`src/rtl/seq_ctrl_pkg.sv`:
```
// +----------------------------------------------------------------------+
// | seq_ctrl_pkg : shared types and defaults for pattern_scan_controller |
// | Rev 1.0                                                              |
// +----------------------------------------------------------------------+
`default_nettype none

package seq_ctrl_pkg;

    typedef enum logic [2:0] {
        IDLE  = 3'd0,
        CLEAR = 3'd1,
        SHIFT = 3'd2,
        DRAIN = 3'd3,
        DONE  = 3'd4
    } ctrl_state_t;

    localparam int DEF_WORD_W    = 16;
    localparam int DEF_DRAIN_CYC = 1;

endpackage

`default_nettype wire

```
`src/rtl/word_serializer.sv`:
```
// +----------------------------------------------------------------------+
// | word_serializer : parallel-load, LSB-first shift register            |
// | Rev 1.0                                                              |
// +----------------------------------------------------------------------+
`default_nettype none

module word_serializer #(
    parameter int WORD_W = 16,
    parameter int CNT_W  = $clog2(WORD_W + 1)
) (
    input  logic              clk,
    input  logic              reset_n,
    input  logic              load,
    input  logic              shift,
    input  logic [WORD_W-1:0] d,
    output logic              q,
    output logic              last
);

    logic [WORD_W-1:0] r_shreg;
    logic [CNT_W-1:0]  r_bit_idx;

    always_ff @(posedge clk or negedge reset_n) begin
        if (!reset_n) begin
            r_shreg   <= '0;
            r_bit_idx <= '0;
        end else if (load) begin
            r_shreg   <= d;
            r_bit_idx <= '0;
        end else if (shift) begin
            r_shreg   <= r_shreg >> 1;
            r_bit_idx <= r_bit_idx + CNT_W'(1);
        end
    end

    assign q    = r_shreg[0];
    assign last = (r_bit_idx == CNT_W'(WORD_W - 1));

endmodule

`default_nettype wire

```
`src/rtl/pattern_scan_controller.sv`:
```
// +----------------------------------------------------------------------+
// | pattern_scan_controller : streams a word into a serial detector and  |
// | counts its hits. Option macro FIRST_HIT_POS_EN adds out_first_pos.   |
// | Rev 1.0                                                              |
// +----------------------------------------------------------------------+
`default_nettype none

module pattern_scan_controller
    import seq_ctrl_pkg::*;
#(
    parameter int WORD_W    = DEF_WORD_W,
    parameter int CNT_W     = $clog2(WORD_W + 1),
    parameter int DRAIN_CYC = DEF_DRAIN_CYC
) (
    input  logic              clk,
    input  logic              reset_n,
    input  logic              in_valid,
    output logic              in_ready,
    input  logic [WORD_W-1:0] in_word,
    input  logic              abort,
    output logic              det_clear,
    output logic              det_bit_valid,
    output logic              det_data,
    input  logic              det_hit,
    output logic              out_valid,
    input  logic              out_ready,
`ifdef FIRST_HIT_POS_EN
    output logic [CNT_W-1:0]  out_first_pos,
`endif
    output logic [CNT_W-1:0]  out_count
);

    localparam int DRN_W = (DRAIN_CYC > 1) ? $clog2(DRAIN_CYC) : 1;

    ctrl_state_t      r_state;
    ctrl_state_t      w_state_nxt;
    logic             w_accept;
    logic             w_abort;
    logic             w_done_entry;
    logic             w_ser_q;
    logic             w_ser_last;
    logic             r_win;
    logic             r_det_clear;
    logic [DRN_W-1:0] r_drain_cnt;
    logic [CNT_W-1:0] r_hit_cnt;
    logic [CNT_W-1:0] w_hit_cnt_nxt;
    logic [CNT_W-1:0] r_out_count;

    assign w_accept = (r_state == IDLE) && in_valid;
    assign w_abort  = abort && ((r_state == CLEAR) || (r_state == SHIFT) || (r_state == DRAIN));

    word_serializer #(
        .WORD_W (WORD_W),
        .CNT_W  (CNT_W)
    ) u_ser (
        .clk     (clk),
        .reset_n (reset_n),
        .load    (w_accept),
        .shift   (r_state == SHIFT),
        .d       (in_word),
        .q       (w_ser_q),
        .last    (w_ser_last)
    );

    always_comb begin
        w_state_nxt = r_state;
        case (r_state)
            IDLE:    if (in_valid) w_state_nxt = CLEAR;
            CLEAR:   w_state_nxt = SHIFT;
            SHIFT:   if (w_ser_last) w_state_nxt = DRAIN;
            DRAIN:   if (r_drain_cnt == DRN_W'(DRAIN_CYC - 1)) w_state_nxt = DONE;
            DONE:    if (out_ready) w_state_nxt = IDLE;
            default: w_state_nxt = IDLE;
        endcase
        // Cancel takes priority, including over DRAIN->DONE.
        if (w_abort) begin
            w_state_nxt = IDLE;
        end
    end

    assign w_done_entry = (r_state == DRAIN) && (w_state_nxt == DONE);

    // The detector output lags its input bit by one cycle, so hits are
    // only credited inside the delayed window.
    always_comb begin
        w_hit_cnt_nxt = r_hit_cnt;
        if (r_state == CLEAR) begin
            w_hit_cnt_nxt = '0;
        end else if (r_win && det_hit) begin
            w_hit_cnt_nxt = r_hit_cnt + CNT_W'(1);
        end
    end

    always_ff @(posedge clk or negedge reset_n) begin
        if (!reset_n) begin
            r_state     <= IDLE;
            r_win       <= 1'b0;
            r_det_clear <= 1'b0;
            r_drain_cnt <= '0;
            r_hit_cnt   <= '0;
            r_out_count <= '0;
        end else begin
            r_state     <= w_state_nxt;
            r_win       <= (r_state == SHIFT);
            r_det_clear <= w_accept || w_abort;
            r_drain_cnt <= (r_state == DRAIN) ? r_drain_cnt + DRN_W'(1) : '0;
            r_hit_cnt   <= w_hit_cnt_nxt;
            if (w_done_entry) begin
                r_out_count <= w_hit_cnt_nxt;
            end
        end
    end

`ifdef FIRST_HIT_POS_EN
    logic [CNT_W-1:0] r_pos;
    logic [CNT_W-1:0] r_first_pos;
    logic [CNT_W-1:0] w_first_pos_nxt;
    logic [CNT_W-1:0] r_out_first_pos;

    // r_pos is the index of the bit that was driven in the previous cycle.
    always_comb begin
        w_first_pos_nxt = r_first_pos;
        if (r_state == CLEAR) begin
            w_first_pos_nxt = CNT_W'(WORD_W);
        end else if (r_win && det_hit && (r_first_pos == CNT_W'(WORD_W))) begin
            w_first_pos_nxt = r_pos;
        end
    end

    always_ff @(posedge clk or negedge reset_n) begin
        if (!reset_n) begin
            r_pos           <= '0;
            r_first_pos     <= '0;
            r_out_first_pos <= '0;
        end else begin
            if (r_state == CLEAR) begin
                r_pos <= '0;
            end else if (r_win) begin
                r_pos <= r_pos + CNT_W'(1);
            end
            r_first_pos <= w_first_pos_nxt;
            if (w_done_entry) begin
                r_out_first_pos <= w_first_pos_nxt;
            end
        end
    end

    assign out_first_pos = r_out_first_pos;
`endif

    assign in_ready      = (r_state == IDLE);
    assign det_clear     = r_det_clear;
    assign det_bit_valid = (r_state == SHIFT);
    assign det_data      = (r_state == SHIFT) && w_ser_q;
    assign out_valid     = (r_state == DONE);
    assign out_count     = r_out_count;

endmodule

`default_nettype wire

```
`config.mk`:
```
export PLATFORM = sky130hd
export DESIGN_NAME = pattern_scan_controller
export DESIGN_NICKNAME = d
export VERILOG_FILES = /design/src/rtl/seq_ctrl_pkg.sv /design/src/rtl/word_serializer.sv /design/src/rtl/pattern_scan_controller.sv
export SDC_FILE = /design/constraint.sdc
export NUM_CORES = 1
export LEC_CHECK = 0
export BUFFER_PORTS_ARGS = -buffer_cell sky130_fd_sc_hd__buf_2
export CORE_ASPECT_RATIO = 1.5
export CORE_UTILIZATION = 54
export CTS_CLUSTER_SIZE = 8
export DETAILED_ROUTE_END_ITERATION = 10
export PLACE_DENSITY = 0.78
export SETUP_SLACK_MARGIN = 0.4
export SLEW_MARGIN = 20
export SYNTH_ARGS = -nofsm -noshare
export SYNTH_HDL_FRONTEND = slang
export SYNTH_SLANG_ARGS = --single-unit
```
`constraint.sdc`:
```
create_clock -name clk -period 2.1 [get_ports clk]
set_input_delay 0.21 -clock clk [delete_from_list [all_inputs] [get_ports clk]]
set_output_delay 0.21 -clock clk [all_outputs]
set_load 0.01 [all_outputs]
```
## Word level (Yosys, flattened, before mapping)

Cells that the tools add are included.

- Add/subtract/negate cells: 3
- Reduce and logical (&&, ||, !) cells: 10
- Equality and inequality tests: 6
- Muxes and demuxes: 13

Operators with widths:

| cell | number |
|---|---|
| two-way mux 16 bit | 2 |
| two-way mux 5 bit | 4 |
| two-way mux 3 bit | 5 |
| one-hot mux 3 bit (5 select lines) | 1 |
| adder 5 x 1 -> 5 bit (second input constant) | 2 |
| equality test 3 x 2 -> 1 bit (second input constant) | 2 |
| equality test 3 bit (second input constant) | 2 |
| equality test 5 x 4 -> 1 bit (second input constant) | 1 |
| logical AND 1 bit | 5 |
| equality test 3 x 1 -> 1 bit (second input constant) | 1 |
| logical NOT 3 bit | 1 |
| logical OR 1 bit | 3 |
| nonzero test 2 bit | 1 |
| adder 1 bit (second input constant) | 1 |
| two-way mux 1 bit | 1 |

- Register bits after elaboration: 37
- Word-level logic and storage cells: 40
- Input bits: 22
- Output and inout bits: 10

## Logic depth before layout (Yosys ltp)

Gate-level depths: netlist of run 1.

- Depth in word-level cells: 7
- Gate-level depth with buffers: 6
- Gate-level depth less buffers: 6

## By module

From an unflattened synthesis of run 1, not the netlist that was laid out.

- Cell total of the unflattened synthesis: 157
- Area total of the unflattened synthesis: 1755.4 sq um

By module, submodules not included:

| module | area each (sq um) | seq. area each (sq um) | instances | cells each |
|---|---|---|---|---|
| word_serializer | 1009.7 | 525.5 | 1 | 93 |
| pattern_scan_controller | 745.7 | 400.4 | 1 | 64 |

## Worst setup path after synthesis of run 1

Ideal clock, no wire load.

- Path kind: reg-to-output
- Start: reg r_state[2]
- End: out det_data
- Required time: 1.890 ns
- Path slack: 0.536 ns
- Cell stages (with the launch flop): 6
- Path buffers: 2
- Arrival: 1.354 ns
- Cell sequence: dfrtp_1 buf_6 or3b_1 buf_6 clkinv_1 and2_1

- Cells in the longest elaborated chain, start to end: 2

RTL lines:

| element | RTL line | RTL |
|---|---|---|
| from (decl) | pattern_scan_controller.sv:35 | `ctrl_state_t r_state;` |
| from (signal assigned) | pattern_scan_controller.sv:103 | `r_state <= w_state_nxt;` |
| equality test 3 x 2 -> 1 bit | - |  |
| net det_bit_valid | pattern_scan_controller.sv:22 | `output logic det_bit_valid,` |
| logical AND 1 bit | pattern_scan_controller.sv:154 | `assign det_data = (r_state == SHIFT) && w_ser_q;` |
| to (decl) | pattern_scan_controller.sv:23 | `output logic det_data,` |

The timed path passes the listed nets, and every way through them passes these cells.

## Final worst setup path of run 1

- Start: reg r_state[2]
- End: out det_data

- Cells in the longest elaborated chain, start to end: 2

RTL lines:

| element | RTL line |
|---|---|
| equality test 3 x 2 -> 1 bit | pattern_scan_controller.sv:154 |
| logical AND 1 bit | pattern_scan_controller.sv:154 |

No other way between the ends.

==> results of run 1 <==
-- metal layers --
layer	GRT usage	vias to the layer above
li1	-	639
met1	0.255	643
met2	0.404	34
met5	0	-
met3	0.0663	6
met4	0.114	0
-- worst min path at each step --
stage	start	to	slack (ns)	cells after the start
2_1_floorplan	reset_n	det_clear	-0.09	0
3_3_place_gp	reset_n	u_ser.r_bit_idx[3]	0.35	1
3_5_place_dp	reset_n	det_clear	0.34	1
4_1_cts	reset_n	u_ser.r_shreg[2]	0.02	1
5_1_grt	reset_n	u_ser.r_bit_idx[0]	0.08	1
6_report	reset_n	u_ser.r_bit_idx[1]	-0.002	1
-- flip-flops by register name, indices dropped and copies added, names as in the netlist --
signal and cells:
det_clear 1, out_count 5, r_drain_cnt 1, r_hit_cnt 5, r_state 3, r_win 1
u_ser.r_bit_idx 5, u_ser.r_shreg 16
-- placed cells by master, fill, tap and decap left out, types with 2 or more instances in the layout --
cell type,n
dfrtp_2,3
buf_2,31
nor4_1,2
and2_1,3
clkbuf_8,5
mux2i_1,13
a31oi_1,2
mux2_2,4
dfrtp_1,34
a21o_1,3
or3_1,3
o21ai_0,16
a21bo_2,2
a22o_1,3
ha_1,3
nand3b_1,2
a21oi_1,12
clkinv_4,2
xnor2_1,2
buf_4,11
nand2_1,19
nand3_1,3
inv_1,2
nor2_1,6
-- kinds of logic after synthesis --
| logic type | after synthesis | synth area share |
|---|---|---|
| AND/OR/NAND/NOR | 48 | 0.150 |
| adder cells (fa/ha/maj) | 3 | 0.0219 |
| multiplexers | 17 | 0.102 |
| buffers and inverters | 12 | 0.0438 |
| flip-flops | 37 | 0.540 |
| XOR/XNOR | 2 | 0.0102 |
| AO/OA/AOI/OAI | 39 | 0.132 |
-- per-stage QoR --
step / instances / total power, W / utilization
finish: 239 / 0.00224 / 0.704
floorplan: 158 / 0.00141 / -
detailed placement: 223 / 0.00159 / 0.637
CTS: 235 / 0.00224 / 0.689
global route: 239 / 0.00239 / 0.704
global placement: 223 / 0.00155 / 0.637
-- power by group through the flow --
stage               sequential [W]  combinational (W)  clock, W
floorplan                  0.00104           0.000370         0
global placement           0.00106           0.000493         0
detailed placement         0.00107           0.000515         0
CTS                        0.00104           0.000560  0.000635
global route               0.00107           0.000654  0.000664
finish                     0.00104           0.000581  0.000622
-- critical path, stage by stage, from the launching register on --
cell and delay (ns):
dfrtp_2 0.42, or3b_4 0.43, clkinv_4 0.08, and2_1 0.11, buf_2 0.12
-- area by class of cell --
class,instances,area share
clock buffer,5,0.0329
tap,39,0.0233
clock inverter,3,0.0221
inverter,3,0.00778
timing repair buffer,43,0.123
multi-input combinational,109,0.346
sequential,37,0.444
-- what timing repair did --
item / 4_1_cts / 5_1_grt
endpoints found under the setup margin: 2 / 2
hold buffers: 0 / 0
pin swaps: 1 / 0
setup buffers: 4 / 4
gates resized for setup: 6 / 1
endpoints found under the hold margin: 0 / 0
==> out/results.tsv, run 1 <==
metric	value	unit
cts_made_buffers	5	
tightest_slew	0.791	ns
clock_latency	0.29	ns
critPathArrivalTime	1.45	ns
multi_input_area	724	sq um
hold_violations	5	
fin_ws	0.441	ns
port_buffers	31	
synth_common_cells	dfrtp_1, nand2_1, o21ai_0, mux2i_1, a21oi_1	
min_path_type	in2async	
die-width	48	microns
nFillCells	231	
grt_usage	0.238	
critPathRequiredTime	1.89	ns
switching_share	0.301	
wl_per_cell	14.1	microns
synth_edf_count	0	
final.min_clock_period	1.66	ns
cts_buffer_depth	2	
crit_path_start	r_state[2]	
wl_met2	1.85	mm
synth_ff_type	dfrtp_1	
clock_power_share	0.277	
seq_power_share	0.464	
async_reset_ff_frac	1.00	
pin_count	32	
reg2reg_slack	0.48	ns
post-place-ws	0.439	ns
drive_above_1_share	0.315	
design.core.area	0.00297	sq mm
drtIter0Drc	32	
grt_pass1_vias	1328	
wl_met3	139	microns
endpoint_kind	output port	
critical_path_class	reg2out	
cts-htree-levels	2	
ir_drop	0.918	mV
clock.fmax	0.603	GHz
timing.final.crit_share	0.790	
power_switching	0.000674	W
regToRegEndpoint	u_ser.r_shreg[13]	
cts.sinks	37	
synth_area_leaders	dfrtp_1, mux2i_1, o21ai_0	
fin_area	0.00209	sq mm
root_buffer	clkbuf_8	
grt.overflow.total	0	
yosysMostFrequentCell	dfrtp_1	
cp-start-kind	flip-flop	
yosys_warnings	0	
critPathMaxFanout	4	
status	complete, but fails checks	
slew_viol_final	0	
placed_area	0.00189	sq mm
highest_layer	met4	
drv_cap	0	
timing.slew.headroom	0.472	
fin_tns_setup	0	ns
fp-row-count	24	
whs	-0.00212	ns
wirelength	3.38	mm
combinationalPowerShare	0.259	
area_growth	22.0	%
die_h	71.0	microns
register_area	930	sq um
p_per_area	1070	mW/mm^2
routed_via_density	5.53	
synth_top_area_share	0.540	
cts.clk_slew.worst_paths	0.08	ns
r2r-start	r_state[2]	
violations	negative hold slack	
routabilityCongestion	0.793	
synth_seq_cells	37	
yosysSeqAreaShare	0.540	
syn_area_per_cell	10.8	sq um
synth_cell_types	34	
netlist_instances	158	
initial_utilization	0.577	
drc_errors	0	
synth_nets	183	
m1WireLength	1.32	mm
dieArea	0.00341	sq mm
r2r_cells	5	
p_leak	1.08	nW
nets	224	
ant_nets	0	
cts_tree	yes	
drt-pass1-iter-count	4	
antenna_found_initial	0	
grt_pass1_wl	5.66	mm
dp_hpwl	2.33	mm
grt_max_degree	38	
syn_area	0.00171	sq mm
finalClockSkew	0.00661	ns
rsz0062_at_grt	no	
crit_end	det_data	
internal-power	0.00157	W
setup_violations	0	
antennaDiodeCount	0	
yosysTopAreaCell	dfrtp_1	
route.vias.total	1322	
Power figures use the tool's default switching activity.
==> run 2: changes to the inputs <==
- ABC_AREA: default -> 1
- clock period: 2.1 -> 1.58 ns (I/O delays scaled with it)
==> run 2 against run 1 <==
  * The flow now finishes without violations
  * Hold slack better by 0.082 ns
  * Setup slack worse by 0.42 ns
  * Highest routed layer unchanged
  * Register-to-register slack worse by 0.46 ns
  * Critical endpoint is now u_ser.r_shreg[1]
  * Global-route usage is 4.3 points higher
  * Via count is 28% higher
  * Largest cell class unchanged
  * Combinational power grew to 5.0 times the previous value
  * Cell count is 27% higher
  * First-iteration DRC count grew to 2.8 times the previous value
  * Area after synthesis is 0.36% lower
  * Sequential power is 44% higher
  * Sequential share of layout area is 8.4 points lower
  * Synthesized cell count is 28% higher
==> out/results.tsv, run 2 <==
metric	value	unit	change
yosysTopAreaCell	dfrtp_1		unchanged
clock.fmax	0.643	GHz	
p_leak	1.28	nW	was 1.08 nW
pin_count	32		unchanged
synth_cell_types	25		was 34
cts.clk_slew.worst_paths	0.08	ns	about the same
drive_above_1_share	0.479		was 0.315
synth_area_leaders	dfrtp_1, o21ai_1, nand2_1		was dfrtp_1, mux2i_1, o21ai_0
placed_area	0.00194	sq mm	was 0.00189 sq mm
syn_area_per_cell	8.45	sq um	was 10.8 sq um
whs	0.0802	ns	was -0.00212 ns
ant_nets	0		unchanged
critPathMaxFanout	5		was 4
min_path_type	in2reg		was in2async
rsz0062_at_grt	yes		was no
critical_path_class	reg2reg		was reg2out
drv_cap	0		unchanged
timing.final.crit_share	0.985		
area_growth	50.8	%	was 22.0%
cts-htree-levels	2		unchanged
netlist_instances	202		was 158
drc_errors	0		unchanged
clock_latency	0.30	ns	was 0.29 ns
final_util	0.866		was 0.704
route.vias.total	1693		was 1322
grt_usage	0.281		was 0.238
root_buffer	clkbuf_8		unchanged
dp_hpwl	2.32	mm	was 2.33 mm
timing.slew.headroom	0.695		was 0.472
finalClockSkew	0.00685	ns	was 0.00661 ns
wirelength	5.19	mm	was 3.38 mm
cts_buffer_depth	2		unchanged
ir_drop	1.43	mV	was 0.918 mV
yosys_warnings	0		unchanged
synth_edf_count	0		unchanged
wl_per_cell	17.1	microns	was 14.1 microns
final.min_clock_period	1.56	ns	
drtIter0Drc	91		was 32
tightest_slew	0.458	ns	was 0.791 ns
dieArea	0.00340	sq mm	was 0.00341 sq mm
yosysSeqAreaShare	0.542		was 0.540
status	finished clean		was complete, but fails checks
final_cell_mix	dfrtp_1, nand2_1, buf_2		was dfrtp_1, buf_2, nand2_1
die_h	70.9	microns	was 71.0 microns
synth_ff_type	dfrtp_1		unchanged
grt.overflow.total	0		unchanged
cp-start-kind	flip-flop		unchanged
synth_seq_cells	37		unchanged
final_common_cell	dfrtp_1		unchanged
largest_register_ffs	16		unchanged
antennaDiodeCount	0		unchanged
design.core.area	0.00297	sq mm	unchanged
syn_area	0.00171	sq mm	about the same
synth_top_area_share	0.542		was 0.540
initial_utilization	0.574		was 0.577
yosysMostFrequentCell	o21ai_1		was dfrtp_1
grt_max_degree	38		unchanged
antenna_found_initial	0		unchanged
routed_via_density	5.57		was 5.53
drt-pass1-iter-count	4		unchanged
endpoint_kind	flip-flop		was output port
synth_nets	227		was 183
nFillCells	149		was 231
die-width	47.9	microns	was 48 microns
cts.sinks	37		unchanged
routabilityCongestion	0.761		was 0.793
critPathArrivalTime	1.74	ns	was 1.45 ns
setup_violations	0		unchanged
port_buffers	31		unchanged
nets	289		was 224
slew_viol_final	0		unchanged
critPathRequiredTime	1.76	ns	was 1.89 ns
hold_violations	0		was 5
fp-row-count	24		unchanged
regMostFlops	u_ser.r_shreg		unchanged
grt_pass1_vias	1570		was 1328
async_reset_ff_frac	1.00		unchanged
fin_area	0.00257	sq mm	was 0.00209 sq mm
cts_made_buffers	5		unchanged
p_per_area	1960	mW/mm^2	was 1070 mW/mm^2
grt_pass1_wl	6.67	mm	was 5.66 mm
synth_common_cells	o21ai_1, nand2_1, dfrtp_1, inv_1, nor2_1		was dfrtp_1, nand2_1, o21ai_0, mux2i_1, a21oi_1
cts_tree	yes		unchanged
-- run 2: critical path: stages, from the launching register on --
cell and delay, ns:
dfrtp_1 0.44, buf_6 0.15, nor2_4 0.17, nand3_4 0.14
buf_12 0.17, clkbuf_16 0.16, o21ai_2 0.14, nand2_1 0.07
-- run 2: report_power, final --
group	internal [W]	switching [W]	leakage [nW]	total, W
registers	0.00131	0.000193	0.470	0.00150
logic	0.00127	0.00161	0.765	0.00288
clock network	0.000304	0.000358	0.0439	0.000662
-- run 2: final cells by class --
type	instances	area (sq um)	share of cell area
clock buffers	5	68.8	0.0267
clock inverters	3	17.5	0.00680
inverters	33	141	0.0549
multi-input cells	127	871	0.338
flip-flops and latches	37	927	0.360
well taps	39	48.8	0.0190
repair buffers	60	500	0.194
-- run 2: through the flow --
stage	setup slack, ns	power (W)	TNS (ns)	cells
CTS	0.182	0.00436	0	301
global placement	0.197	0.00297	0	270
global route	-0.0171	0.00531	-0.0332	304
finish	0.0240	0.00505	0	304
floorplan	0.398	0.00257	0	202
detailed placement	0.201	0.00301	0	270
-- run 2: path summary, 6_finish.rpt --
kind | endpoint | startpoint | slack (ns) | depth (start not counted)
hold reg to reg | out_count[4] | out_count[4] | 0.48 | 2
hold / removal | u_ser.r_shreg[15] | in_word[15] | 0.08 | 3
max in group asynchronous | r_state[1] | reset_n | 0.81 | 3
setup / recovery | u_ser.r_shreg[1] | r_state[0] | 0.02 | 7
setup reg to reg | u_ser.r_shreg[1] | r_state[0] | 0.02 | 7
min in group asynchronous | r_state[2] | reset_n | 0.42 | 3
-- run 2: routing by layer --
metal,GRT usage,up-vias,routed length (microns)
met4,0.114,0,262
met3,0.0765,25,288
li1,-,773,-
met5,0,-,0
met1,0.313,811,1770
met2,0.477,84,2860
-- run 2: what timing repair did --
item,in CTS,in global routing
buffers inserted,20,2
endpoints found under the hold margin,37,0
setup endpoints to repair,35,39
pin swaps,7,14
gates resized for setup,37,48
hold buffers,1,0
cloned,2,1
-- run 2: cells by family after synthesis --
family | count (synthesis) | share of synthesized area
flip-flops | 37 | 0.542
XOR/XNOR | 1 | 0.00513
buffers and inverters | 39 | 0.0930
adder cells (fa/ha/maj) | 3 | 0.0220
AND/OR/NAND/NOR | 70 | 0.179
AO/OA/AOI/OAI | 52 | 0.159
